`config.mk`:
```
export PLATFORM = sky130hd
export DESIGN_NAME = amiga_rst_seq
export DESIGN_NICKNAME = d
export VERILOG_FILES = /design/src/rtl/amiga_rst_seq.sv
export SDC_FILE = /design/constraint.sdc
export NUM_CORES = 1
export LEC_CHECK = 0
export ABC_AREA = 1
export BUFFER_PORTS_ARGS = -buffer_cell sky130_fd_sc_hd__buf_2
export CAP_MARGIN = 30
export CORE_MARGIN = 3
export CORE_UTILIZATION = 49
export DETAILED_ROUTE_END_ITERATION = 10
export PLACE_DENSITY_LB_ADDON = 0.3
export SETUP_SLACK_MARGIN = 0.5
export SLEW_MARGIN = 20
export SYNTH_ARGS = -nofsm -noshare
export SYNTH_HDL_FRONTEND = slang
export SYNTH_SLANG_ARGS = --single-unit
export TNS_END_PERCENT = 100
```
`constraint.sdc`:
```
create_clock -name clk -period 1.9 [get_ports clk]
set_input_delay 0.475 -clock clk [delete_from_list [all_inputs] [get_ports clk]]
set_output_delay 0.475 -clock clk [all_outputs]
set_load 0.005 [all_outputs]
```
`src/rtl/amiga_rst_seq.sv`:
```
// amiga_rst_seq: PLL lock supervisor and staged reset sequencer.
// Filters the raw PLL lock flag and releases the SDRAM reset first, then the
// CPU/chipset reset. Also generates a 28 MHz / 7 MHz clock-enable pair and
// counts lock-loss events for the debug register.
module amiga_rst_seq #(
    parameter int STABLE_CYCLES     = 1024,
    parameter int SDRAM_INIT_CYCLES = 22800,
    parameter int CPU_DELAY_CYCLES  = 256,
    parameter int LOSS_W            = 8
) (
    input  logic              clk,
    input  logic              areset_n,
    input  logic              pll_locked,
    input  logic              sw_reset,
    output logic              sdram_rst_n,
    output logic              sys_rst_n,
    output logic              ena28,
    output logic              ena7,
    output logic [3:0]        phase,
    output logic [2:0]        seq_state,
    output logic [LOSS_W-1:0] lock_loss_cnt
);

    // The shared cycle counter must reach the largest terminal count.
    localparam int MAX_AB  = (STABLE_CYCLES > SDRAM_INIT_CYCLES) ? STABLE_CYCLES : SDRAM_INIT_CYCLES;
    localparam int MAX_CYC = (MAX_AB > CPU_DELAY_CYCLES) ? MAX_AB : CPU_DELAY_CYCLES;
    localparam int CNT_W   = $clog2(MAX_CYC + 1);

    localparam logic [CNT_W-1:0] STABLE_LAST = CNT_W'(STABLE_CYCLES - 1);
    localparam logic [CNT_W-1:0] SDRAM_LAST  = CNT_W'(SDRAM_INIT_CYCLES - 1);
    localparam logic [CNT_W-1:0] CPU_LAST    = CNT_W'(CPU_DELAY_CYCLES - 1);

    typedef enum logic [2:0] {
        WAIT_LOCK  = 3'd0,
        STABILIZE  = 3'd1,
        SDRAM_INIT = 3'd2,
        CPU_HOLD   = 3'd3,
        RUN        = 3'd4,
        LOST       = 3'd5
    } state_e;

    state_e             state_q, state_d;
    logic [CNT_W-1:0]   cnt_q;
    logic               sync1_q, sync2_q;
    logic               sdram_q, sdram_d;
    logic               sys_q, sys_d;
    logic               ena28_q, ena28_d;
    logic               ena7_q, ena7_d;
    logic [3:0]         phase_q, phase_d;
    logic [LOSS_W-1:0]  loss_q;

    // Two-flop synchronizer for the asynchronous PLL lock flag.
    // NOTE: sequential state uses non-blocking (<=) so every flop samples pre-edge values.
    always_ff @(posedge clk or negedge areset_n) begin
        if (!areset_n) begin
            sync1_q <= 1'b0;
            sync2_q <= 1'b0;
        end else begin
            sync1_q <= pll_locked;
            sync2_q <= sync1_q;
        end
    end

    // Next-state logic; lock loss outranks soft reset and counter expiry.
    // NOTE: state_d gets a default before the case so no latch is inferred.
    always_comb begin
        state_d = state_q;
        case (state_q)
            WAIT_LOCK: begin
                if (sync2_q) state_d = STABILIZE;
            end
            STABILIZE: begin
                if (!sync2_q)                 state_d = WAIT_LOCK;
                else if (cnt_q == STABLE_LAST) state_d = SDRAM_INIT;
            end
            SDRAM_INIT: begin
                if (!sync2_q)                state_d = LOST;
                else if (cnt_q == SDRAM_LAST) state_d = CPU_HOLD;
            end
            CPU_HOLD: begin
                if (!sync2_q)              state_d = LOST;
                else if (cnt_q == CPU_LAST) state_d = RUN;
            end
            RUN: begin
                if (!sync2_q)     state_d = LOST;
                else if (sw_reset) state_d = CPU_HOLD;
            end
            LOST:    state_d = WAIT_LOCK;
            default: state_d = WAIT_LOCK;
        endcase
    end

    // Reset and clock-enable outputs decoded from the next state.
    always_comb begin
        sdram_d = (state_d == SDRAM_INIT) || (state_d == CPU_HOLD) || (state_d == RUN);
        sys_d   = (state_d == RUN);
        // Phase starts at 0 on the release edge and counts only while SDRAM is out of reset.
        phase_d = (sdram_d && sdram_q) ? phase_q + 4'd1 : 4'd0;
        ena28_d = sdram_d && (phase_d[1:0] == 2'b11);
        ena7_d  = sdram_d && (phase_d == 4'hF);
    end

    // Sequencer state, shared counter, registered resets and lock-loss counter.
    always_ff @(posedge clk or negedge areset_n) begin
        if (!areset_n) begin
            state_q <= WAIT_LOCK;
            cnt_q   <= '0;
            sdram_q <= 1'b0;
            sys_q   <= 1'b0;
            loss_q  <= '0;
        end else begin
            state_q <= state_d;
            sdram_q <= sdram_d;
            sys_q   <= sys_d;
            if (state_d != state_q) begin
                cnt_q <= '0;
            end else if ((state_q == STABILIZE) || (state_q == SDRAM_INIT) || (state_q == CPU_HOLD)) begin
                cnt_q <= cnt_q + 1'b1;
            end
            if ((state_d == LOST) && (state_q != LOST) && (loss_q != '1)) begin
                loss_q <= loss_q + 1'b1;
            end
        end
    end

    // Phase counter and registered clock enables.
    always_ff @(posedge clk or negedge areset_n) begin
        if (!areset_n) begin
            phase_q <= 4'd0;
            ena28_q <= 1'b0;
            ena7_q  <= 1'b0;
        end else begin
            phase_q <= phase_d;
            ena28_q <= ena28_d;
            ena7_q  <= ena7_d;
        end
    end

    assign sdram_rst_n   = sdram_q;
    assign sys_rst_n     = sys_q;
    assign ena28         = ena28_q;
    assign ena7          = ena7_q;
    assign phase         = phase_q;
    assign seq_state     = state_q;
    assign lock_loss_cnt = loss_q;

endmodule

```
==> flow_metrics.py <==
metrics = {
    "outcome": {
        "outcome": "finished clean",
    },
    "worst_setup_path": {
        "path_class": "register to register",
        "slowest_stage": "dfrtp_1",
        "path_depth": 11,
        "startpoint_type": "register",
        "rr_endpoint": "cnt_q[14]",
        "path_buf_inv": 2,
        "slowest_delay_ns": 0.36,
        "cp_max_fo": 5,
        "cp-end-kind": "register",
        "worstPathRequired_ns": 2.09,
        "critical-path-top-delay-family": "simple AND/OR/NAND/NOR gates",
        "reg2reg_depth": 11,
        "arrival_ns": 1.91,
        "cp_cell_sequence": "ha_2, nand2_4, nor2_4, buf_4, nand2_4, nor2_4, inv_2, nor3_4, nand3_1, xor2_1, nor2_2",
        "rr_startpoint": "cnt_q[0]",
        "ff2ff_setup_slack_ns": 0.19,
    },
    "clock_network": {
        "cts.sinks": 36,
        "path_clk_slew_ns": 0.08,
        "clockBufferDepth": 2,
        "htreeDepth": 2,
        "cts_tree": "done",
        "cts_buffers": 5,
        "insertion_delay_ns": 0.30,
        "clockRootBuffer": "clkbuf_8",
    },
    "power": {
        "p_comb_share_pct": 7.1,
        "pwr_density_cell_nw_per_um2": 615,
        "seq_power_share_pct": 50.3,
        "swShare_pct": 22.4,
        "vdd_drop_max_mv": 0.410,
        "p_clk_share_pct": 42.6,
        "p_sw_mw": 0.350,
        "power.total_mw": 1.56,
        "p_int_mw": 1.21,
        "leakagePower_nw": 1.32,
    },
    "synthesis": {
        "synth_cells": 228,
        "syn_area_per_cell_um2": 8.61,
        "synthFlopType": "dfrtp_1",
        "synth_top_area_cell": "dfrtp_1",
        "yosysMostFrequentCell": "nand2_1",
        "synth_cell_type_count": 28,
        "syn-num-nets": 235,
        "synth_common_cells": "nand2_1, dfrtp_1, nand3_1, nor2_1, inv_1",
        "synth-seq-cells": 36,
        "yosys-top-cells-area": "dfrtp_1, nand2_1, xor2_1",
        "synth_edf_count": 0,
        "ys_seq_area_share_pct": 45.9,
        "synth_top_area_share_pct": 45.9,
        "netlist_area_um2": 1960,
        "async_flop_share_pct": 100,
        "ys_warn_count": 0,
    },
    "sta": {
        "tns_ns": 0,
        "hold_viol_final": 0,
        "min_period_ns": 1.71,
        "rsz0062_at_grt": "yes",
        "clock_skew_ns": 0.0110,
        "slew_headroom_pct": 72.4,
        "fin_crit_sh_pct": 90.2,
        "worst_slew_pin_slew_ns": 0.414,
        "setup_viol": 0,
        "max_freq_ghz": 0.583,
        "slew_violations": 0,
    },
    "die": {
        "initial_core_util_pct": 52.1,
        "die_w_um": 69.3,
        "fp.dieArea_um2": 4800,
        "rows": 22,
        "pin_count": 23,
        "core_um2": 3770,
        "chipHeight_um": 69.3,
    },
    "layout": {
        "syn_to_final_growth_pct": 29.2,
        "num_antenna_cells": 0,
        "nets": 283,
        "drive_gt1_share_pct": 38.3,
        "fill_cells": 309,
        "final-seq-area_um2": 908,
        "fin_util_pct": 67.3,
        "multi_input_area_um2": 1040,
    },
    "global_route": {
        "overflow": 0,
        "grt_max_degree": 21,
        "grt_pass1_vias": 1513,
        "grt_usage_pct": 17.7,
        "antenna_found_initial": 0,
        "grt_first_pass_wirelength_mm": 6.79,
    },
    "drt": {
        "dr.pass1.iters": 4,
        "antenna_left": 0,
        "first_iter_violations": 93,
        "drc_errors": 0,
        "vias_per_cell": 5.10,
        "vias": 1659,
        "drt-total-wl_mm": 4.07,
        "wire_per_inst_um": 12.5,
    },
    "worst_hold_path": {
        "min_path_type": "primary input to async pin",
    },
    "run": {
        "cap_violations": 0,
    },
    "placement": {
        "gp_congestion": 0.876,
        "io_buffers": 22,
        "dpl.hpwl_mm": 2.73,
    },
}
## area by class of cell
class,count,area share [%]
clock inverters,2,1.38
inverters,24,3.75
flip-flops and latches,36,35.8
well taps,48,2.37
multi-input cells,164,40.8
clock buffers,6,2.86
repair buffers,45,13.0
## worst max path at each step
stage,slack (ns),end,startpoint
3_3_place_gp,0.15,lock_loss_cnt[5],lock_loss_cnt[1]
5_1_grt,0.07,cnt_q[13],seq_state[1]
3_5_place_dp,0.14,cnt_q[0],cnt_q[1]
2_1_floorplan,0.24,cnt_q[9],cnt_q[0]
6_report,0.19,cnt_q[14],cnt_q[0]
4_1_cts,0.20,cnt_q[0],cnt_q[0]
## flip-flops by register name, summed over array words and instances, names as in the netlist
name	cells
cnt_q	15
sync1_q	1
phase	4
seq_state	3
ena7	1
sdram_rst_n	1
sync2_q	1
sys_rst_n	1
lock_loss_cnt	8
ena28	1
## timing repair
action	CTS	global route
buffers inserted	7	8
endpoints found under the hold margin	0	0
resized for setup	11	23
hold buffers	0	0
pin swaps	8	11
endpoints found under the setup margin	36	38
## cell usage in the layout, fill, tap and decap left out, types with 3 or more instances in the layout
master,netlist,layout
nor2_1,22,17
buf_6,1,5
nor2_4,5,8
dfrtp_2,0,6
nand3_2,2,3
nand2_4,1,4
xor2_1,19,19
nand2_2,5,7
inv_1,21,19
clkbuf_8,0,5
inv_2,3,3
dfrtp_1,36,30
nor2_2,11,13
buf_4,2,17
nand2_1,47,42
buf_2,1,21
nor3_2,1,3
nand3_1,22,21
nand4_1,7,7
nor3_1,7,4
## routing by layer
layer	track usage, %	share of wire, %	vias to the layer above
met1	23.3	45	797
met5	0	0	-
li1	-	-	819
met4	7.16	1.7	0
met2	27.9	49	37
met3	4.49	4.4	6
## power groups by stage
stage                     Combinational [mW]  Sequential [mW]  Clock (mW)
after global routing                   0.125            0.784       0.713
after global placement                0.0973            0.799           0
after detailed placement              0.0992            0.800           0
after floorplan                       0.0523            0.801           0
after CTS                              0.109            0.784       0.680
final                                  0.111            0.784       0.666
## per-stage QoR
stage / std cells / hold slack [ns] / setup slack, ns / instance area, um2
after floorplan: 228 / 0.179 / 0.245 / 1980
after global placement: 302 / 0.338 / 0.152 / 2200
after detailed placement: 302 / 0.341 / 0.145 / 2200
after CTS: 317 / 0.115 / 0.205 / 2390
after global routing: 325 / 0.129 / 0.0739 / 2540
final: 325 / 0.111 / 0.186 / 2540
## cell families after synthesis
family                     Yosys count  synth area share (%)
muxes                                1                 0.510
adders and majority gates            3                  1.91
DFF                                 36                  45.9
AOI/OAI and AO/OA                    5                  1.53
buffers and inverters               28                  6.18
xor gates and xnor gates            21                  9.37
and+or+nand+nor                    134                  34.6
Power figures use the tool's default switching activity.
